<file path="src/rtl/psram_rd_check.sv">
`default_nettype none
// ==========================================================================
// psram_rd_check : compares PSRAM read bursts against the incrementing
//                  pattern of the traffic generator and keeps error stats.
// Revision 1.0
// ==========================================================================
module psram_rd_check #(
  parameter int BURST_LEN = 32,
  parameter int DATA_W    = 16,
  parameter int TIMEOUT   = 4096,
  parameter int ERR_CNT_W = 16
) (
  input  logic                 sys_clk,
  input  logic                 sys_rst,
  input  logic                 init_cable_complete,
  input  logic                 rw_ctrl,
  input  logic                 psram_rd_valid,
  input  logic [DATA_W-1:0]    rd_data,
  input  logic                 clear_err,
  output logic                 chk_done,
  output logic                 check_pass,
  output logic                 check_fail,
  output logic                 timeout_err,
  output logic [ERR_CNT_W-1:0] err_cnt,
  output logic [15:0]          burst_cnt,
  output logic [11:0]          first_err_idx,
  output logic [DATA_W-1:0]    first_err_data
);

  localparam int BEAT_W = $clog2(BURST_LEN + 1);
  localparam int TMO_W  = $clog2(TIMEOUT + 1);

  typedef enum logic [1:0] {IDLE, WAIT_RD, CHECK, REPORT} state_t;

  state_t              state;
  logic                rw_prev;
  logic [BEAT_W-1:0]   beat_cnt;
  logic [TMO_W-1:0]    tmo_cnt;
  logic                first_hit;

  logic                rw_fall, rw_rise;
  logic                beat_err, stray, last_beat, abort, tmo_fire;
  logic [1:0]          err_inc;
  logic                err_any, fail_next;
  logic [ERR_CNT_W:0]  err_sum;
  logic [ERR_CNT_W-1:0] err_sat;
  logic [11:0]         err_idx;

  always_comb begin
    rw_fall   = rw_prev & ~rw_ctrl;
    rw_rise   = ~rw_prev & rw_ctrl;
    beat_err  = (state == CHECK) && psram_rd_valid && (rd_data != DATA_W'(beat_cnt));
    stray     = psram_rd_valid && ((state == WAIT_RD) || (state == REPORT));
    last_beat = (state == CHECK) && psram_rd_valid && (beat_cnt == BEAT_W'(BURST_LEN - 1));
    // a rise on the very beat that completes the burst is not a short burst
    abort     = (state == CHECK) && rw_rise && !last_beat;
    tmo_fire  = (state == CHECK) && !psram_rd_valid && (tmo_cnt == TMO_W'(TIMEOUT - 1));
    err_inc   = 2'(beat_err | stray) + 2'(abort) + 2'(tmo_fire);
    err_any   = (err_inc != 2'd0);
    fail_next = (check_fail && !clear_err) || err_any;
    err_sum   = {1'b0, err_cnt} + (ERR_CNT_W + 1)'(err_inc);
    err_sat   = err_sum[ERR_CNT_W] ? {ERR_CNT_W{1'b1}} : err_sum[ERR_CNT_W-1:0];
    err_idx   = stray ? 12'hFFF : 12'(beat_cnt);
  end

  always_ff @(posedge sys_clk or negedge sys_rst) begin
    if (!sys_rst) begin
      state          <= IDLE;
      rw_prev        <= 1'b1;
      beat_cnt       <= '0;
      tmo_cnt        <= '0;
      first_hit      <= 1'b0;
      chk_done       <= 1'b0;
      check_pass     <= 1'b0;
      check_fail     <= 1'b0;
      timeout_err    <= 1'b0;
      err_cnt        <= '0;
      burst_cnt      <= '0;
      first_err_idx  <= '0;
      first_err_data <= '0;
    end else begin
      rw_prev  <= rw_ctrl;
      chk_done <= 1'b0;

      if (clear_err) begin
        err_cnt        <= '0;
        check_fail     <= 1'b0;
        timeout_err    <= 1'b0;
        check_pass     <= 1'b0;
        first_err_idx  <= '0;
        first_err_data <= '0;
        first_hit      <= 1'b0;
      end

      // an error in the clear cycle overrides the clear and becomes the first error
      if (err_any) begin
        err_cnt    <= clear_err ? ERR_CNT_W'(err_inc) : err_sat;
        check_fail <= 1'b1;
        check_pass <= 1'b0;
        if (!first_hit || clear_err) begin
          first_hit      <= 1'b1;
          first_err_idx  <= err_idx;
          first_err_data <= rd_data;
        end
      end

      if (tmo_fire) timeout_err <= 1'b1;

      if (state == REPORT) begin
        burst_cnt  <= burst_cnt + 16'd1;
        check_pass <= !fail_next;
      end

      if (!init_cable_complete) begin
        state <= IDLE;
      end else begin
        case (state)
          IDLE: begin
            beat_cnt <= '0;
            tmo_cnt  <= '0;
            state    <= WAIT_RD;
          end
          WAIT_RD: begin
            beat_cnt <= '0;
            tmo_cnt  <= '0;
            if (rw_fall) state <= CHECK;
          end
          CHECK: begin
            if (psram_rd_valid) begin
              beat_cnt <= beat_cnt + BEAT_W'(1);
              tmo_cnt  <= '0;
            end else begin
              tmo_cnt  <= tmo_cnt + TMO_W'(1);
            end
            if (last_beat || abort || tmo_fire) begin
              state    <= REPORT;
              chk_done <= 1'b1;
            end
          end
          default: state <= WAIT_RD;
        endcase
      end
    end
  end

endmodule
`default_nettype wire

</file>
<file path="config.mk">
export PLATFORM = sky130hd
export DESIGN_NAME = psram_rd_check
export DESIGN_NICKNAME = d
export VERILOG_FILES = /design/src/rtl/psram_rd_check.sv
export SDC_FILE = /design/constraint.sdc
export NUM_CORES = 1
export LEC_CHECK = 0
export ABC_CLOCK_PERIOD_IN_PS = 3700
export BUFFER_PORTS_ARGS = -buffer_cell sky130_fd_sc_hd__buf_2
export CAP_MARGIN = 20
export CORE_UTILIZATION = 37
export CTS_BUF_LIST = sky130_fd_sc_hd__clkbuf_4 sky130_fd_sc_hd__clkbuf_8
export CTS_CLUSTER_DIAMETER = 120
export DETAILED_ROUTE_END_ITERATION = 7
export MAX_ROUTING_LAYER = met4
export SKIP_LAST_GASP = 1
export SLEW_MARGIN = 20
export SYNTH_ARGS = -nofsm -noshare
export SYNTH_HDL_FRONTEND = slang
export SYNTH_SLANG_ARGS = --single-unit
</file>
<file path="constraint.sdc">
create_clock -name sys_clk -period 3.7 [get_ports sys_clk]
set_clock_uncertainty 0.1 [all_clocks]
set_input_delay 0.37 -clock sys_clk [delete_from_list [all_inputs] [get_ports sys_clk]]
set_output_delay 0.37 -clock sys_clk [all_outputs]
set_load 0.01 [all_outputs]
</file>
==> results.cfg <==
[grt]
grt_max_degree = 88
track_usage = 0.193
grt_overflow = 0
grt_pass1_wl_um = 17000
grt_pass1_vias = 3409
grt_antenna_before_repair = 0

[logic_synthesis]
ys.flop_type = dfrtp_1
synth-edff-count = 0
synth_cells = 414
synth_mux_area_frac = 0.00534
synth.avg_cell_area_um2 = 10.2
yosys.area_share.simple = 0.240
synth_top_family_by_area = simple AND/OR/NAND/NOR gates
synth_cell_types = 56
ys_ff_latch = 87
yosysWarnings = 0
async_flop_share = 1.00
synth_area_um2 = 4220
synth_fa_ha_area_frac = 0.0362
synth-xor-area-share = 0.0644
syn-num-nets = 447
synth-seq-area-share = 0.517
synth_compound_area_frac = 0.112

[critical_path]
path_max_fanout = 4
crit_type = register to register
required_ns = 3.87
end_kind = register
critPathLaunchType = register
arrival_ns = 3.73

[pwr]
total_power_w = 0.00275
leakage_nw = 2.62
ir_drop_mv = 0.275
pwr_density_cell_nw_per_um2 = 537

[cts]
clock-root-buffer = clkbuf_8
clk_path_buf_depth = 2
cts_max_level = 3
clock_sinks = 87
postCtsSetupBuffers = 0
clk_latency_ns = 0.38
cts_buffers = 9
cts_tree = done
clkTransAtPathRegs_ns = 0.09

[die]
die_w_um = 109
fp-row-count = 38
dieArea_um2 = 11800
initial_core_util = 0.384
die_y_um = 109
num_io_pins = 86
core_um2 = 11000

[final_layout]
drive_above_1_share = 0.272
nFillCells = 1079
num_antenna_cells = 0
nNetsFinal = 546
syn_to_final_growth_pct = 21.3

[worst_hold_path]
hp-class = primary input to register

[placement]
gp_congestion = 0.821
io_buffers = 85
dpl.hpwl_um = 7280

[detailed_routing]
wl_per_cell_um = 15.6
drt_pass1_iterations = 5
route.detailed.drc = 0
drtIter0Drc = 211
via_per_inst = 5.33
totalWireLength_um = 10300
final_antenna_net_count = 0
vias = 3504

[sta]
min_period_over_period = 0.961
tns_ns = 0
hold_viol_final = 0
max_freq_mhz = 281
setup_viol = 0
period_minus_slack_ns = 3.56
relSlewSlack = 0.440
hold_ws_ns = 0.0237
tightest_slew_ns = 0.837
drv_slew = 0

[job]
drv_cap = 0

[outcome]
status = complete, no violations
kinds of logic after synthesis:
kind of cell,count (synthesis)
simple gates,190
xor+xnor,31
fa+ha+maj,11
compound gates,66
buf+inv,27
flops,87
mux,2
final cells by class:
cell class / count / area, um2 / area share
clock buffers: 10 / 138 / 0.0269
clock inverters: 6 / 51.3 / 0.0100
inverters: 11 / 41.3 / 0.00807
multi-input cells: 300 / 1950 / 0.382
flip-flops and latches: 87 / 2180 / 0.426
well taps: 140 / 175 / 0.0342
repair buffers: 104 / 577 / 0.113
worst max-delay path, cell delays in order (launching register included):
cell,delay (ns)
dfrtp_1,0.39
inv_1,0.06
ha_1,0.15
or3b_1,0.37
or4_4,0.44
fa_1,0.56
inv_1,0.07
ha_2,0.19
fa_2,0.37
nand4_4,0.12
nor4_4,0.05
or3_2,0.43
a2bb2oi_1,0.14
sequential cells by signal, summed over array words and instances (netlist names), 2 cells and up:
name	cells
beat_cnt	6
tmo_cnt	13
first_err_idx	12
first_err_data	16
state	2
err_cnt	16
burst_cnt	16
synth_stat cells, types with 2 or more instances:
| cell | number | area (um2) |
|---|---|---|
| a311oi_1 | 2 | 17.5 |
| nand4_1 | 12 | 75.1 |
| o211ai_1 | 3 | 22.5 |
| nand3_1 | 33 | 165 |
| a211oi_1 | 2 | 15.0 |
| a221o_1 | 6 | 60.1 |
| buf_2 | 3 | 15.0 |
| and2_1 | 2 | 12.5 |
| xor2_1 | 9 | 78.8 |
| xnor2_1 | 22 | 193 |
| a21oi_1 | 7 | 35.0 |
| nand2_1 | 53 | 199 |
| and3_1 | 5 | 31.3 |
| a22o_1 | 2 | 17.5 |
| o2bb2ai_1 | 2 | 17.5 |
| dfrtp_1 | 86 | 2150 |
| nor4_1 | 10 | 62.6 |
| nor2_1 | 30 | 113 |
| ha_1 | 9 | 113 |
| fa_1 | 2 | 40.0 |
| inv_1 | 11 | 41.3 |
| nand2b_1 | 4 | 25.0 |
| nor3_1 | 17 | 85.1 |
| nor3_2 | 3 | 30.0 |
| nor4_2 | 2 | 25.0 |
| o21ai_0 | 14 | 70.1 |
| nor2b_1 | 5 | 31.3 |
| a21o_1 | 9 | 67.6 |
| a2bb2oi_1 | 2 | 17.5 |
| clkbuf_1 | 13 | 48.8 |
| nor4_4 | 2 | 42.5 |
| mux2_2 | 2 | 22.5 |
| a31oi_1 | 6 | 37.5 |
| a41oi_1 | 2 | 17.5 |
metal layers:
layer / wire length [um] / GRT usage
met4: 203 / 0.0927
met2: 5000 / 0.301
met5: 0 / -
met3: 427 / 0.0395
met1: 4660 / 0.240
cells in the final DEF (no fill, tap or decap), types with 3 or more instances in the layout:
master,instances
nor2b_1,5
nand3_1,33
o211ai_1,3
inv_1,11
ha_1,8
nor2_1,29
a21oi_1,7
dfrtp_1,86
xnor2_1,22
clkbuf_8,10
a21o_1,9
a221o_1,6
nor3_1,16
a31oi_1,6
nand2b_1,4
nor3_2,4
clkinv_4,3
nor4_2,3
and3_1,5
nor4_1,9
xor2_1,9
o21ai_0,14
buf_4,18
buf_2,84
nand2_1,53
nand4_1,12
path summary, 6_finish.rpt:
check,start,to,slack [ns],cells after the start
max,state[0],err_cnt[0],0.14,12
min,rw_ctrl,rw_prev,0.02,1
max reg2reg,state[0],err_cnt[0],0.14,12
max in group asynchronous,sys_rst,burst_cnt[8],2.45,2
min reg2reg,burst_cnt[15],burst_cnt[15],0.37,1
min in group asynchronous,sys_rst,err_cnt[9],0.52,2
report_power, final:
group	internal, W	leakage, nW	switching [W]	total [W]
sequential	0.00112	1.19	0.000119	0.00124
combinational	0.000344	1.34	0.000522	0.000866
clock	0.000270	0.0935	0.000373	0.000644
through the flow:
step / utilization / cells / instance area [um2] / setup slack [ns]
global route: 0.466 / 658 / 5110 / -0.0447
global placement: 0.445 / 641 / 4890 / 0.144
detailed placement: 0.445 / 641 / 4890 / 0.0449
finish: 0.466 / 658 / 5110 / 0.144
floorplan: - / 414 / 4220 / 0.0127
CTS: 0.463 / 657 / 5080 / 0.0149
what timing repair did:
item	CTS	global route
endpoints found under the setup margin	0	25
hold buffers	0	1
hold endpoints to repair	0	4
resized for setup	0	5
Note: power is estimated with default switching activity, not from simulation.
